## src/rtl/stack_calc_pkg.sv

```systemverilog
// ---------------------------------------------------------------------------
// stack_calc_pkg
// Shared definitions for the stack calculator: opcode encodings, the
// controller state type and small opcode classification helpers.
// ---------------------------------------------------------------------------
package stack_calc_pkg;

    typedef enum logic [3:0] {
        OP_NOP    = 4'h0,
        OP_PUSH   = 4'h1,
        OP_POP    = 4'h2,
        OP_DUP    = 4'h3,
        OP_SWAP   = 4'h4,
        OP_OVER   = 4'h5,
        OP_ADD    = 4'h6,
        OP_SUB    = 4'h7,
        OP_AND    = 4'h8,
        OP_OR     = 4'h9,
        OP_XOR    = 4'hA,
        OP_NOT    = 4'hB,
        OP_SHL1   = 4'hC,
        OP_SHR1   = 4'hD,
        OP_MUL    = 4'hE,
        OP_CLRERR = 4'hF
    } op_e;

    typedef enum logic [0:0] {
        ST_IDLE = 1'b0,
        ST_MUL  = 1'b1
    } state_e;

    // Number of stack entries an opcode consumes as operands.
    function automatic logic [1:0] op_arity(input op_e op);
        case (op)
            OP_POP, OP_DUP, OP_NOT, OP_SHL1, OP_SHR1:
                op_arity = 2'd1;
            OP_SWAP, OP_OVER, OP_ADD, OP_SUB, OP_AND, OP_OR, OP_XOR, OP_MUL:
                op_arity = 2'd2;
            default:
                op_arity = 2'd0;
        endcase
    endfunction

    // Opcodes that add one entry without consuming any.
    function automatic logic op_grows(input op_e op);
        case (op)
            OP_PUSH, OP_DUP, OP_OVER: op_grows = 1'b1;
            default:                  op_grows = 1'b0;
        endcase
    endfunction

endpackage

```

## src/rtl/stack_calc_mul.sv

```systemverilog
// ---------------------------------------------------------------------------
// stack_calc_mul
// Sequential shift-add multiplier returning the low WIDTH bits of a*b.
// A job started on a rising edge with start=1 runs WIDTH steps. The first
// WIDTH-1 steps are registered; the last step is presented combinationally
// on product while done=1, so the caller captures the result on the WIDTH-th
// edge after start.
// Ports:
//   clk, rst   clock, synchronous active-high reset (aborts a running job)
//   start      begin a job with operands a, b (ignored while busy)
//   a, b       operands
//   busy       a job is in progress
//   done       final step is on product this cycle
//   product    low WIDTH bits of a*b, valid while done=1
// ---------------------------------------------------------------------------
module stack_calc_mul
    import stack_calc_pkg::*;
#(
    parameter int WIDTH = 8
) (
    input  logic             clk,
    input  logic             rst,
    input  logic             start,
    input  logic [WIDTH-1:0] a,
    input  logic [WIDTH-1:0] b,
    output logic             busy,
    output logic             done,
    output logic [WIDTH-1:0] product
);

    localparam int CW = $clog2(WIDTH + 1);

    logic [WIDTH-1:0] acc_r;
    logic [WIDTH-1:0] mcand_r;
    logic [WIDTH-1:0] mplier_r;
    logic [CW-1:0]    count_r;
    logic [WIDTH-1:0] step_s;

    // Partial product after adding the current multiplicand if the multiplier LSB is set.
    always_comb begin
        if (mplier_r[0]) begin
            step_s = acc_r + mcand_r;
        end else begin
            step_s = acc_r;
        end
    end

    // Load operands on start, then one shift-add step per cycle until the count expires.
    always_ff @(posedge clk) begin
        if (rst) begin
            acc_r    <= {WIDTH{1'b0}};
            mcand_r  <= {WIDTH{1'b0}};
            mplier_r <= {WIDTH{1'b0}};
            count_r  <= {CW{1'b0}};
        end else if (start && (count_r == {CW{1'b0}})) begin
            acc_r    <= {WIDTH{1'b0}};
            mcand_r  <= a;
            mplier_r <= b;
            count_r  <= CW'(WIDTH);
        end else if (count_r != {CW{1'b0}}) begin
            acc_r    <= step_s;
            mcand_r  <= {mcand_r[WIDTH-2:0], 1'b0};
            mplier_r <= {1'b0, mplier_r[WIDTH-1:1]};
            count_r  <= count_r - CW'(1);
        end else begin
            acc_r    <= acc_r;
            mcand_r  <= mcand_r;
            mplier_r <= mplier_r;
            count_r  <= count_r;
        end
    end

    assign busy    = (count_r != {CW{1'b0}});
    assign done    = (count_r == CW'(1));
    assign product = step_s;

endmodule

```

## src/rtl/stack_calc_core.sv

```systemverilog
// ---------------------------------------------------------------------------
// stack_calc_core
// Stack-machine calculator. Entry 0 of the internal storage is always the top
// of stack; pushes shift the storage down, pops shift it up. Every op except
// MUL completes in one cycle; MUL hands the two top entries to a sequential
// multiplier and blocks further ops for WIDTH cycles.
// Ports:
//   clk, rst    clock, synchronous active-high reset
//   op_valid    an op is offered; taken when op_ready=1
//   op          opcode (see stack_calc_pkg::op_e)
//   operand     PUSH value
//   op_ready    core idle and able to accept an op
//   top         top-of-stack value, 0 when empty
//   depth       number of valid entries
//   carry       ADD carry-out / SUB borrow, held by other ops
//   err_under   sticky: an op found too few operands
//   err_over    sticky: a push was attempted on a full stack
// ---------------------------------------------------------------------------
module stack_calc_core
    import stack_calc_pkg::*;
#(
    parameter int WIDTH = 8,
    parameter int DEPTH = 8
) (
    input  logic                       clk,
    input  logic                       rst,
    input  logic                       op_valid,
    input  logic [3:0]                 op,
    input  logic [WIDTH-1:0]           operand,
    output logic                       op_ready,
    output logic [WIDTH-1:0]           top,
    output logic [$clog2(DEPTH+1)-1:0] depth,
    output logic                       carry,
    output logic                       err_under,
    output logic                       err_over
);

    localparam int             DW         = $clog2(DEPTH + 1);
    localparam logic [DW-1:0]  DEPTH_FULL = DW'(DEPTH);

    op_e              op_s;
    state_e           state_r, state_nxt_s;
    logic [WIDTH-1:0] stk_r       [DEPTH];
    logic [WIDTH-1:0] stk_nxt_s   [DEPTH];
    logic [WIDTH-1:0] sh_up_s     [DEPTH];
    logic [WIDTH-1:0] sh_dn_s     [DEPTH];
    logic [DW-1:0]    depth_r, depth_nxt_s;
    logic             carry_r, carry_nxt_s;
    logic             err_under_r, err_under_nxt_s;
    logic             err_over_r, err_over_nxt_s;
    logic [WIDTH-1:0] top_r;
    logic             op_ready_r;

    logic [WIDTH-1:0] a_s, b_s;
    logic [WIDTH:0]   sum_s;
    logic [WIDTH-1:0] alu_s;
    logic             alu_carry_s;
    logic [WIDTH-1:0] push_val_s;

    logic             mul_start_s;
    logic             mul_busy_s;
    logic             mul_done_s;
    logic [WIDTH-1:0] mul_product_s;

    assign op_s  = op_e'(op);
    assign b_s   = stk_r[0];
    assign a_s   = stk_r[1];
    assign sum_s = {1'b0, a_s} + {1'b0, b_s};

    stack_calc_mul #(
        .WIDTH (WIDTH)
    ) u_mul (
        .clk     (clk),
        .rst     (rst),
        .start   (mul_start_s),
        .a       (a_s),
        .b       (b_s),
        .busy    (mul_busy_s),
        .done    (mul_done_s),
        .product (mul_product_s)
    );

    // Single-cycle ALU result for binary and unary ops, plus the resulting carry.
    always_comb begin
        alu_s       = b_s;
        alu_carry_s = carry_r;
        case (op_s)
            OP_ADD: begin
                alu_s       = sum_s[WIDTH-1:0];
                alu_carry_s = sum_s[WIDTH];
            end
            OP_SUB: begin
                alu_s       = a_s - b_s;
                alu_carry_s = (a_s < b_s);
            end
            OP_AND:  alu_s = a_s & b_s;
            OP_OR:   alu_s = a_s | b_s;
            OP_XOR:  alu_s = a_s ^ b_s;
            OP_NOT:  alu_s = ~b_s;
            OP_SHL1: alu_s = {b_s[WIDTH-2:0], 1'b0};
            OP_SHR1: alu_s = {1'b0, b_s[WIDTH-1:1]};
            default: alu_s = b_s;
        endcase
    end

    // Value placed on top by the growing ops.
    always_comb begin
        case (op_s)
            OP_DUP:  push_val_s = b_s;
            OP_OVER: push_val_s = a_s;
            default: push_val_s = operand;
        endcase
    end

    // Storage shifted one place toward the top (pop) and away from it (push).
    always_comb begin
        sh_up_s = stk_r;
        sh_dn_s = stk_r;
        for (int i = 0; i < DEPTH - 1; i++) begin
            sh_up_s[i]     = stk_r[i + 1];
            sh_dn_s[i + 1] = stk_r[i];
        end
    end

    // Controller: operand/capacity checks, op execution and MUL sequencing.
    always_comb begin
        stk_nxt_s       = stk_r;
        depth_nxt_s     = depth_r;
        carry_nxt_s     = carry_r;
        err_under_nxt_s = err_under_r;
        err_over_nxt_s  = err_over_r;
        state_nxt_s     = state_r;
        mul_start_s     = 1'b0;
        case (state_r)
            ST_IDLE: begin
                if (op_valid) begin
                    // Operand shortage outranks a full stack; both still consume the op.
                    if (depth_r < DW'(op_arity(op_s))) begin
                        err_under_nxt_s = 1'b1;
                    end else if (op_grows(op_s) && (depth_r == DEPTH_FULL)) begin
                        err_over_nxt_s = 1'b1;
                    end else begin
                        case (op_s)
                            OP_PUSH, OP_DUP, OP_OVER: begin
                                stk_nxt_s    = sh_dn_s;
                                stk_nxt_s[0] = push_val_s;
                                depth_nxt_s  = depth_r + DW'(1);
                            end
                            OP_POP: begin
                                stk_nxt_s   = sh_up_s;
                                depth_nxt_s = depth_r - DW'(1);
                            end
                            OP_SWAP: begin
                                stk_nxt_s[0] = a_s;
                                stk_nxt_s[1] = b_s;
                            end
                            OP_ADD, OP_SUB, OP_AND, OP_OR, OP_XOR: begin
                                stk_nxt_s    = sh_up_s;
                                stk_nxt_s[0] = alu_s;
                                depth_nxt_s  = depth_r - DW'(1);
                                carry_nxt_s  = alu_carry_s;
                            end
                            OP_NOT, OP_SHL1, OP_SHR1: begin
                                stk_nxt_s[0] = alu_s;
                            end
                            OP_MUL: begin
                                mul_start_s = 1'b1;
                                state_nxt_s = ST_MUL;
                            end
                            OP_CLRERR: begin
                                err_under_nxt_s = 1'b0;
                                err_over_nxt_s  = 1'b0;
                            end
                            default: begin
                                stk_nxt_s = stk_r;
                            end
                        endcase
                    end
                end else begin
                    state_nxt_s = ST_IDLE;
                end
            end
            ST_MUL: begin
                if (mul_done_s) begin
                    stk_nxt_s    = sh_up_s;
                    stk_nxt_s[0] = mul_product_s;
                    depth_nxt_s  = depth_r - DW'(1);
                    state_nxt_s  = ST_IDLE;
                end else if (!mul_busy_s) begin
                    // Multiplier has no job: return to IDLE rather than stall forever.
                    state_nxt_s = ST_IDLE;
                end else begin
                    state_nxt_s = ST_MUL;
                end
            end
            default: begin
                state_nxt_s = ST_IDLE;
            end
        endcase
    end

    // Control/status registers; top and op_ready are registered from next-state values.
    always_ff @(posedge clk) begin
        if (rst) begin
            state_r     <= ST_IDLE;
            depth_r     <= {DW{1'b0}};
            carry_r     <= 1'b0;
            err_under_r <= 1'b0;
            err_over_r  <= 1'b0;
            top_r       <= {WIDTH{1'b0}};
            op_ready_r  <= 1'b1;
        end else begin
            state_r     <= state_nxt_s;
            depth_r     <= depth_nxt_s;
            carry_r     <= carry_nxt_s;
            err_under_r <= err_under_nxt_s;
            err_over_r  <= err_over_nxt_s;
            top_r       <= (depth_nxt_s == {DW{1'b0}}) ? {WIDTH{1'b0}} : stk_nxt_s[0];
            op_ready_r  <= (state_nxt_s == ST_IDLE);
        end
    end

    // Stack storage; entries beyond depth are don't-care, so no reset is needed.
    always_ff @(posedge clk) begin
        stk_r <= stk_nxt_s;
    end

    assign op_ready  = op_ready_r;
    assign top       = top_r;
    assign depth     = depth_r;
    assign carry     = carry_r;
    assign err_under = err_under_r;
    assign err_over  = err_over_r;

endmodule

```

## config.mk

```make
export PLATFORM = sky130hd
export DESIGN_NAME = stack_calc_core
export DESIGN_NICKNAME = d
export VERILOG_FILES = /design/src/rtl/stack_calc_pkg.sv /design/src/rtl/stack_calc_mul.sv /design/src/rtl/stack_calc_core.sv
export SDC_FILE = /design/constraint.sdc
export NUM_CORES = 1
export LEC_CHECK = 0
export BUFFER_PORTS_ARGS = -buffer_cell sky130_fd_sc_hd__buf_2
export CAP_MARGIN = 0
export CORE_MARGIN = 2
export CORE_UTILIZATION = 50
export CTS_CLUSTER_DIAMETER = 150
export DETAILED_ROUTE_END_ITERATION = 8
export PLACE_DENSITY = 0.67
export RECOVER_POWER = 100
export SLEW_MARGIN = 30
export SYNTH_ARGS = -nofsm -noshare
export SYNTH_HDL_FRONTEND = slang
export SYNTH_SLANG_ARGS = --single-unit
```

## constraint.sdc

```tcl
create_clock -name clk -period 6.5 [get_ports clk]
set_input_delay 0.65 -clock clk [delete_from_list [all_inputs] [get_ports clk]]
set_output_delay 0.65 -clock clk [all_outputs]
set_load 0.1 [all_outputs]
```

==> key figures, run 1 <==
Status
  – Status: finished with violations
  – Failing checks: capacitance limit, slew limit

STA
  – Final hold viol count: 0
  – Rel. slew slack: -30.6%
  – Setup violators final: 0
  – Max Slew Vio Count: 48
  – Slew @ Worst Pin: 1.95 ns
  – Min Tclk post-route: 4.96 ns
  – Fin crit share: 76.4%
  – Setup Skew: 0.0124 ns
  – Sum Neg Setup Slack: 0 ns
  – Max Clock Freq: 201 MHz
  – RSZ-0062 raised after global routing: no

Synthesis
  – Post-synthesis mux area share: 4.30%
  – Syn nets: 736
  – Area of the mapped netlist: 6570 µm²
  – Largest family of logic cells by synthesized area: compound AO/OA/AOI/OAI gates
  – XOR/XNOR Fraction of Synth Area: 2.27%
  – Netlist cell types: 69
  – Post-synthesis simple-gate area fraction: 13.4%
  – Sequential-to-total area share from yosys stat: 41.7%
  – Primary FF master, synth: edfxtp_1
  – Synthesis Warnings: 0
  – Compound-Gate Fraction of Synth Area: 25.2%
  – Post-synthesis adder-cell area fraction: 7.96%
  – Post-synth ARST share: 0%
  – Yosys reg bits: 109
  – Post-synth EDFFs: 56
  – Syn Inst Count: 681
  – Syn Area/Cell: 9.65 µm²

Floorplanning
  – Initial Utilization: 51.7%
  – Row count: 41
  – IO Pins: 31
  – Core box area: 12700 µm²
  – Die Wd: 119 µm
  – Die Ht: 119 µm
  – Die area: 14100 µm²

Detailed routing
  – First DRT Iteration DRCs: 455
  – Total Wirelength: 17300 µm
  – WL/cell: 20.2 µm
  – Avg Vias per Cell: 6.22
  – DRC viols: 0
  – DR vias: 5341
  – Drt pass-1 iters: 5
  – Final antenna-violating net count: 0

Critical path
  – Top Family by Delay on Critical Path: simple AND/OR/NAND/NOR gates
  – CP startpoint: op[1]
  – Worst Setup Start Kind: input pin
  – Largest stage delay on the critical path: 1.47 ns
  – FF-to-FF End: sh_dn_s[30]$_DFFE_PP_
  – CP Capture Point: sh_dn_s[30]$_DFFE_PP_
  – WP buf/inv: 3
  – Worst-path cell chain: clkbuf_1 -> inv_1 -> nor2_1 -> o22ai_1 -> ha_1 -> o21a_1 -> o31ai_4 -> nand2b_1 -> nor2_1 -> buf_16 -> a22o_1
  – Type of the worst setup path: input pin to flip-flop
  – CP Data Required Time: 6.73 ns
  – WP depth: 11
  – Worst-case reg-to-reg path depth: 8
  – Critical Path Fanout Max: 29
  – FF-to-FF Start: depth[1]$_SDFF_PP0_
  – FF-to-FF setup slack: 3.01 ns
  – CP arrival: 5.19 ns
  – CP most frequent cell: nor2_1
  – Crit path capture type: flip-flop
  – Max stage delay cell, worst path: nor2_1

Clock network
  – Post CTS Setup Buffer Count: 0
  – Num Clock Sinks: 109
  – Clk Latency, worst-skew pair: 0.36 ns
  – Post_cts resized: 0
  – Hold Buf Count CTS: 0
  – CTS tree: yes
  – CTS buffer count: 9
  – CTS clock-pin slew for the worst setup and hold paths: 0.08 ns
  – H-tree lvl count: 3
  – CTS max path bufs: 2
  – CTS Root Cell: clkbuf_16

Global routing
  – Initial antenna violation count: 0
  – Overflow left after global routing: 0
  – Largest net degree at the start of global routing: 42
  – First-pass GRT wire length: 27400 µm
  – Tot GR Track Use: 25.0%
  – Vias in the first global route: 4966

Placement
  – IO buf count: 30
  – Placed cell count: 841
  – Gpl congestion: 0.977
  – Hpwl dp: 12100 µm

Final layout
  – Synth-to-layout area growth: 8.13%
  – Antenna cells: 0
  – Nets: 736
  – Fillers: 1183
  – Layout Cells excl Fill: 858
  – Final core utilization: 55.9%
  – Layout cells sized above 1: 6.41%

Power and ir drop
  – Cell Pwr Density: 421 nW/µm²
  – Peak VDD IR: 0.266 mV
  – Leakage: 2.64 nW

Min path
  – Min-Delay Path Class: flip-flop to flip-flop

Job
  – Max_cap viols: 3
[worst min path at each step]
stage,cells after the start,end,slack (ns),startpoint
after floorplan,2,u_mul.acc_r[0]$_SDFFE_PP0P_,0.45,u_mul.acc_r[0]$_SDFFE_PP0P_
after detailed placement,2,u_mul.mplier_r[0]$_SDFFE_PP0P_,0.49,u_mul.mplier_r[1]$_SDFFE_PP0P_
final,2,u_mul.acc_r[0]$_SDFFE_PP0P_,0.50,u_mul.acc_r[0]$_SDFFE_PP0P_
after global routing,2,u_mul.mplier_r[6]$_SDFFE_PP0P_,0.53,u_mul.mplier_r[7]$_SDFFE_PP0P_
after CTS,2,u_mul.mplier_r[6]$_SDFFE_PP0P_,0.50,u_mul.mplier_r[7]$_SDFFE_PP0P_
after global placement,2,u_mul.acc_r[0]$_SDFFE_PP0P_,0.47,u_mul.acc_r[0]$_SDFFE_PP0P_
[report_power, final]
part	switching, mW	total [mW]	leakage [nW]	internal, mW
sequential	0.214	1.12	0.963	0.903
combinational	0.846	1.29	1.52	0.447
clock	0.265	0.577	0.158	0.312
total	1.33	2.99	2.64	1.66
[worst reg2reg max path, delay by kind of cell (launching register included)]
| family | cells | cell delay [ns] |
|---|---|---|
| simple gates | 3 | 1.88 |
| fa+ha+maj | 1 | 0.23 |
| flops | 1 | 0.53 |
| buf+inv | 1 | 0.25 |
| compound gates | 3 | 0.48 |
[cell usage in the layout, fill, tap and decap left out, types with 5 or more instances in the layout]
| cell | netlist | layout |
|---|---|---|
| a211oi_1 | 26 | 26 |
| a21oi_1 | 39 | 40 |
| a221oi_1 | 5 | 5 |
| a22o_1 | 51 | 51 |
| a22oi_1 | 13 | 13 |
| and2_0 | 0 | 5 |
| and2_1 | 10 | 5 |
| buf_2 | 7 | 13 |
| clkbuf_1 | 29 | 17 |
| clkbuf_16 | 0 | 11 |
| dfxtp_1 | 53 | 53 |
| edfxtp_1 | 56 | 56 |
| ha_1 | 37 | 37 |
| inv_1 | 35 | 35 |
| mux2i_1 | 26 | 26 |
| nand2_1 | 37 | 37 |
| nand2b_1 | 6 | 6 |
| nand3_1 | 19 | 19 |
| nand3b_1 | 5 | 5 |
| nor2_1 | 65 | 65 |
| nor2b_1 | 13 | 13 |
| nor3_1 | 16 | 17 |
| o211ai_1 | 5 | 5 |
| o21ai_0 | 21 | 22 |
| o21bai_1 | 7 | 7 |
| o22ai_1 | 11 | 12 |
| xnor2_1 | 8 | 8 |
| xor2_1 | 9 | 9 |
[routing by layer]
metal	global-route usage, %	wire (µm)	vias to the layer above
met1	34.3	7690	2595
met2	39.2	8020	179
met3	5.74	1180	36
li1	-	-	2531
met4	7.96	402	0
met5	0	0	-
[flip-flops by register name, indices dropped and copies added, names as in the netlist, 8 cells and up]
register / flops
u_mul.acc_r: 8
a_s: 8
sh_dn_s: 40
u_mul.mcand_r: 8
b_s: 8
sh_up_s: 8
top: 8
u_mul.mplier_r: 8
[cells by family after synthesis]
| family | count (synthesis) |
|---|---|
| AOI/OAI and AO/OA | 223 |
| and+or+nand+nor | 183 |
| DFF | 109 |
| buffers and inverters | 82 |
| adders and majority gates | 40 |
| muxes | 27 |
| xor gates and xnor gates | 17 |
[stage by stage]
step | power (mW) | cell area (µm²) | hold slack [ns] | worst slack [ns]
2_1_floorplan | 2.09 | 6570 | 0.452 | 2.07
3_3_place_gp | 2.37 | 6780 | 0.468 | 2.04
3_5_place_dp | 2.42 | 6850 | 0.492 | 1.97
4_1_cts | 3.00 | 7160 | 0.502 | 2.35
5_1_grt | 3.17 | 7110 | 0.526 | 1.16
6_report | 2.99 | 7110 | 0.499 | 1.54
[synth_stat cells (16+ instances only)]
cell       n  area [µm²]
nor2_1    65         244
edfxtp_1  56        1680
dfxtp_1   53        1060
a22o_1    51         447
a21oi_1   39         195
ha_1      37         463
nand2_1   37         139
inv_1     35         131
clkbuf_1  29         109
a211oi_1  26         195
mux2i_1   26         260
o21ai_0   21         105
nand3_1   19        95.1
nor3_1    16        80.1
[layout make-up]
cell class | instances | area, µm² | share of cell area, %
sequential | 109 | 2740 | 38.6
clock inverter | 5 | 41.3 | 0.581
timing repair buffer | 36 | 221 | 3.12
multi-input combinational | 490 | 3480 | 49.0
inverter | 35 | 131 | 1.85
clock buffer | 11 | 275 | 3.87
tap | 172 | 215 | 3.03
No activity file was read; power rests on OpenSTA's default activity.
==> inputs of run 2 (changes only) <==
ABC_AREA = 1   (was default)
PLACE_DENSITY = 0.69   (was 0.67)
clock period = 4 ns   (was 6.5 ns; I/O delays follow)
==> key figures, run 2 <==
Critical path
  – Crit path capture type: flip-flop (unchanged)
  – Top Family by Delay on Critical Path: simple AND/OR/NAND/NOR gates (unchanged)
  – WP buf/inv: 4 (was 3)
  – CP most frequent cell: nand2_1 (was nor2_1)
  – Worst Setup Start Kind: input pin (unchanged)
  – Largest stage delay on the critical path: 0.42 ns (was 1.47 ns)
  – Type of the worst setup path: input pin to flip-flop (unchanged)
  – Critical Path Fanout Max: 26 (was 29)
  – CP arrival: 3.43 ns (was 5.19 ns)
  – CP Data Required Time: 4.31 ns (was 6.73 ns)
  – Worst-path cell chain: clkbuf_1 -> nand2_1 -> clkinvlp_2 -> nand2_1 -> o211ai_1 -> ha_1 -> nand2_2 -> nand2_1 -> nand3_4 -> inv_2 -> nand3_4 -> nor2_2 -> nand2_1 -> nand3_1 -> nand2_1 -> inv_1 (was clkbuf_1 -> inv_1 -> nor2_1 -> o22ai_1 -> ha_1 -> o21a_1 -> o31ai_4 -> nand2b_1 -> nor2_1 -> buf_16 -> a22o_1)
  – Max stage delay cell, worst path: nor2_2 (was nor2_1)

Power and ir drop
  – Final Power: 4.25 mW (was 2.99 mW)
  – Cell Pwr Density: 563 nW/µm² (was 421 nW/µm²)
  – Peak VDD IR: 0.317 mV (was 0.266 mV)
  – Leakage: 3.47 nW (was 2.64 nW)

Floorplanning
  – IO Pins: 31 (unchanged)
  – Die area: 15100 µm² (was 14100 µm²)
  – Die Wd: 123 µm (was 119 µm)
  – Core box area: 13900 µm² (was 12700 µm²)
  – Die Ht: 123 µm (was 119 µm)
  – Row count: 43 (was 41)
  – Initial Utilization: 51.1% (was 51.7%)

STA
  – Fin crit share: 78.1%
  – Slew @ Worst Pin: 1.18 ns (was 1.95 ns)
  – Min Tclk post-route: 3.12 ns
  – Setup Skew: 0.00555 ns (was 0.0124 ns)
  – Fin worst setup slack: 0.876 ns (was 1.54 ns)
  – RSZ-0062 raised after global routing: no (unchanged)
  – Max Slew Vio Count: 0 (was 48)
  – Max Clock Freq: 320 MHz
  – Final hold viol count: 0 (unchanged)
  – Rel. slew slack: 21.7% (was -30.6%)
  – Sum Neg Setup Slack: 0 ns (unchanged)
  – Setup violators final: 0 (unchanged)
  – Final hold slack: 0.402 ns (was 0.499 ns)

Synthesis
  – Syn Inst Count: 969 (was 681)
  – Post-synth EDFFs: 56 (unchanged)
  – Syn nets: 1024 (was 736)
  – Top cell type's share of synthesized area: 23.7% (was 25.6%)
  – Synthesis Warnings: 0 (unchanged)
  – Leading post-synthesis cells by cell area: edfxtp_1 (24%), dfxtp_1 (15%), nand2_1 (13%) (was edfxtp_1 (26%), dfxtp_1 (16%), ha_1 (7.0%))
  – Sequential-to-total area share from yosys stat: 38.7% (was 41.7%)
  – Primary FF master, synth: edfxtp_1 (unchanged)
  – Area of the mapped netlist: 7090 µm² (was 6570 µm²)
  – Top-count cell post-synth: nand2_1 (was nor2_1)
  – Yosys reg bits: 109 (unchanged)
  – Syn Area/Cell: 7.31 µm² (was 9.65 µm²)
  – Post-synth ARST share: 0% (unchanged)
  – Netlist cell types: 50 (was 69)
  – Cell taking the most area after synthesis: edfxtp_1 (unchanged)
  – Top cells by count, synth: nand2_1 (244), inv_1 (140), nor2_1 (100) (was nor2_1 (65), edfxtp_1 (56), dfxtp_1 (53))

Clock network
  – CTS tree: yes (unchanged)
  – CTS Root Cell: clkbuf_16 (unchanged)
  – H-tree lvl count: 3 (unchanged)
  – Post_cts resized: 0 (unchanged)
  – CTS max path bufs: 2 (unchanged)
  – CTS clock-pin slew for the worst setup and hold paths: 0.07 ns (was 0.08 ns)
  – CTS buffer count: 9 (unchanged)
  – Post CTS Setup Buffer Count: 0 (unchanged)
  – Hold Buf Count CTS: 0 (unchanged)
  – Num Clock Sinks: 109 (unchanged)
  – Clk Latency, worst-skew pair: 0.36 ns (about the same)

Final layout
  – Max FFs per register: 40 (unchanged)
  – Post-route cell area: 7550 µm² (was 7110 µm²)
  – Antenna cells: 0 (unchanged)
  – Commonest non-fill, non-tap cell in the layout: nand2_1 (was nor2_1)
  – Final core utilization: 54.4% (was 55.9%)
  – Most frequent cells in the layout: nand2_1 (249), inv_1 (141), nor2_1 (100) (was nor2_1 (65), edfxtp_1 (56), dfxtp_1 (53))
  – Layout cells sized above 1: 5.47% (was 6.41%)
  – Layout Cells excl Fill: 1168 (was 858)
  – Nets: 1038 (was 736)
  – Synth-to-layout area growth: 6.53% (was 8.13%)

Global routing
  – Largest net degree at the start of global routing: 41 (was 42)
  – Initial antenna violation count: 0 (unchanged)
  – Tot GR Track Use: 26.4% (was 25.0%)
  – First-pass GRT wire length: 30900 µm (was 27400 µm)
  – Vias in the first global route: 6018 (was 4966)
  – Overflow left after global routing: 0 (unchanged)

Detailed routing
  – Total Wirelength: 18900 µm (was 17300 µm)
  – Drt pass-1 iters: 6 (was 5)
  – Final antenna-violating net count: 0 (unchanged)
  – First DRT Iteration DRCs: 643 (was 455)
  – DRC viols: 0 (unchanged)
  – WL/cell: 16.2 µm (was 20.2 µm)
  – Avg Vias per Cell: 5.57 (was 6.22)
  – DR vias: 6500 (was 5341)

Job
  – Max_cap viols: 0 (was 3)

Placement
  – Area after DPL: 7340 µm² (was 6850 µm²)
  – Placed cell count: 1152 (was 841)
  – Pre-CTS setup slack: 0.987 ns (was 1.97 ns)
  – IO buf count: 30 (unchanged)
  – Gpl congestion: 0.915 (was 0.977)
  – Hpwl dp: 13700 µm (was 12100 µm)

Status
  – Status: finished clean (was finished with violations)

Min path
  – Min-Delay Path Class: input pin to flip-flop (was flip-flop to flip-flop)
==> run 2: changes by cell type after synthesis, sizes merged, moves of 13 or more <==
cell,previous run,this run
inv,35,148
o32ai,1,14
nor2b,13,0
o22ai,12,27
nor2,65,101
o21ai,24,73
mux2i,26,1
a22oi,14,1
a22o,51,0
nand3,19,72
a211oi,26,7
nand2,37,251
==> run 2: worst paths after layout <==
path | slack (ns) | cells after the start | end | start
worst max-delay path | 0.88 | 16 | u_mul.mplier_r[3]$_SDFFE_PP0P_ | op[3]
worst min-delay path | 0.40 | 2 | u_mul.mcand_r[2]$_SDFFE_PP0P_ | rst
worst min register to register | 0.47 | 2 | err_under$_SDFFE_PP0P_ | err_under$_SDFFE_PP0P_
worst max register to register | 1.06 | 13 | u_mul.mplier_r[3]$_SDFFE_PP0P_ | depth[0]$_SDFF_PP0_
==> run 2: cell families after synthesis <==
family	after synthesis	synth area share, %
simple gates	447	26.7
buf+inv	184	10.5
xor+xnor	7	0.865
mux	1	0.141
compound gates	181	15.7
fa+ha+maj	40	7.38
flops	109	38.7
==> run 2: per-layer routing <==
layer | routed length [µm] | track usage, % | up-vias
met5 | 0 | 0 | -
met4 | 299 | 7.10 | 0
met3 | 1540 | 5.35 | 32
met2 | 8170 | 39.6 | 259
met1 | 8890 | 38.8 | 2985
li1 | - | - | 3224
==> run 2: power by group <==
part	leakage, nW	total, mW	switching, mW	internal (mW)
Clock	0.141	0.924	0.431	0.492
Sequential	0.961	1.55	0.174	1.38
Combinational	2.37	1.78	1.32	0.455
Total	3.47	4.25	1.93	2.32
==> run 2: area by class of cell <==
type                    count  area [µm²]
well taps                 180         225
fillers                  1378        6330
repair buffers             37         176
clock buffers              10         229
inverters                 150         564
clock inverters             6        71.3
multi-input cells         676        3540
flip-flops and latches    109        2740
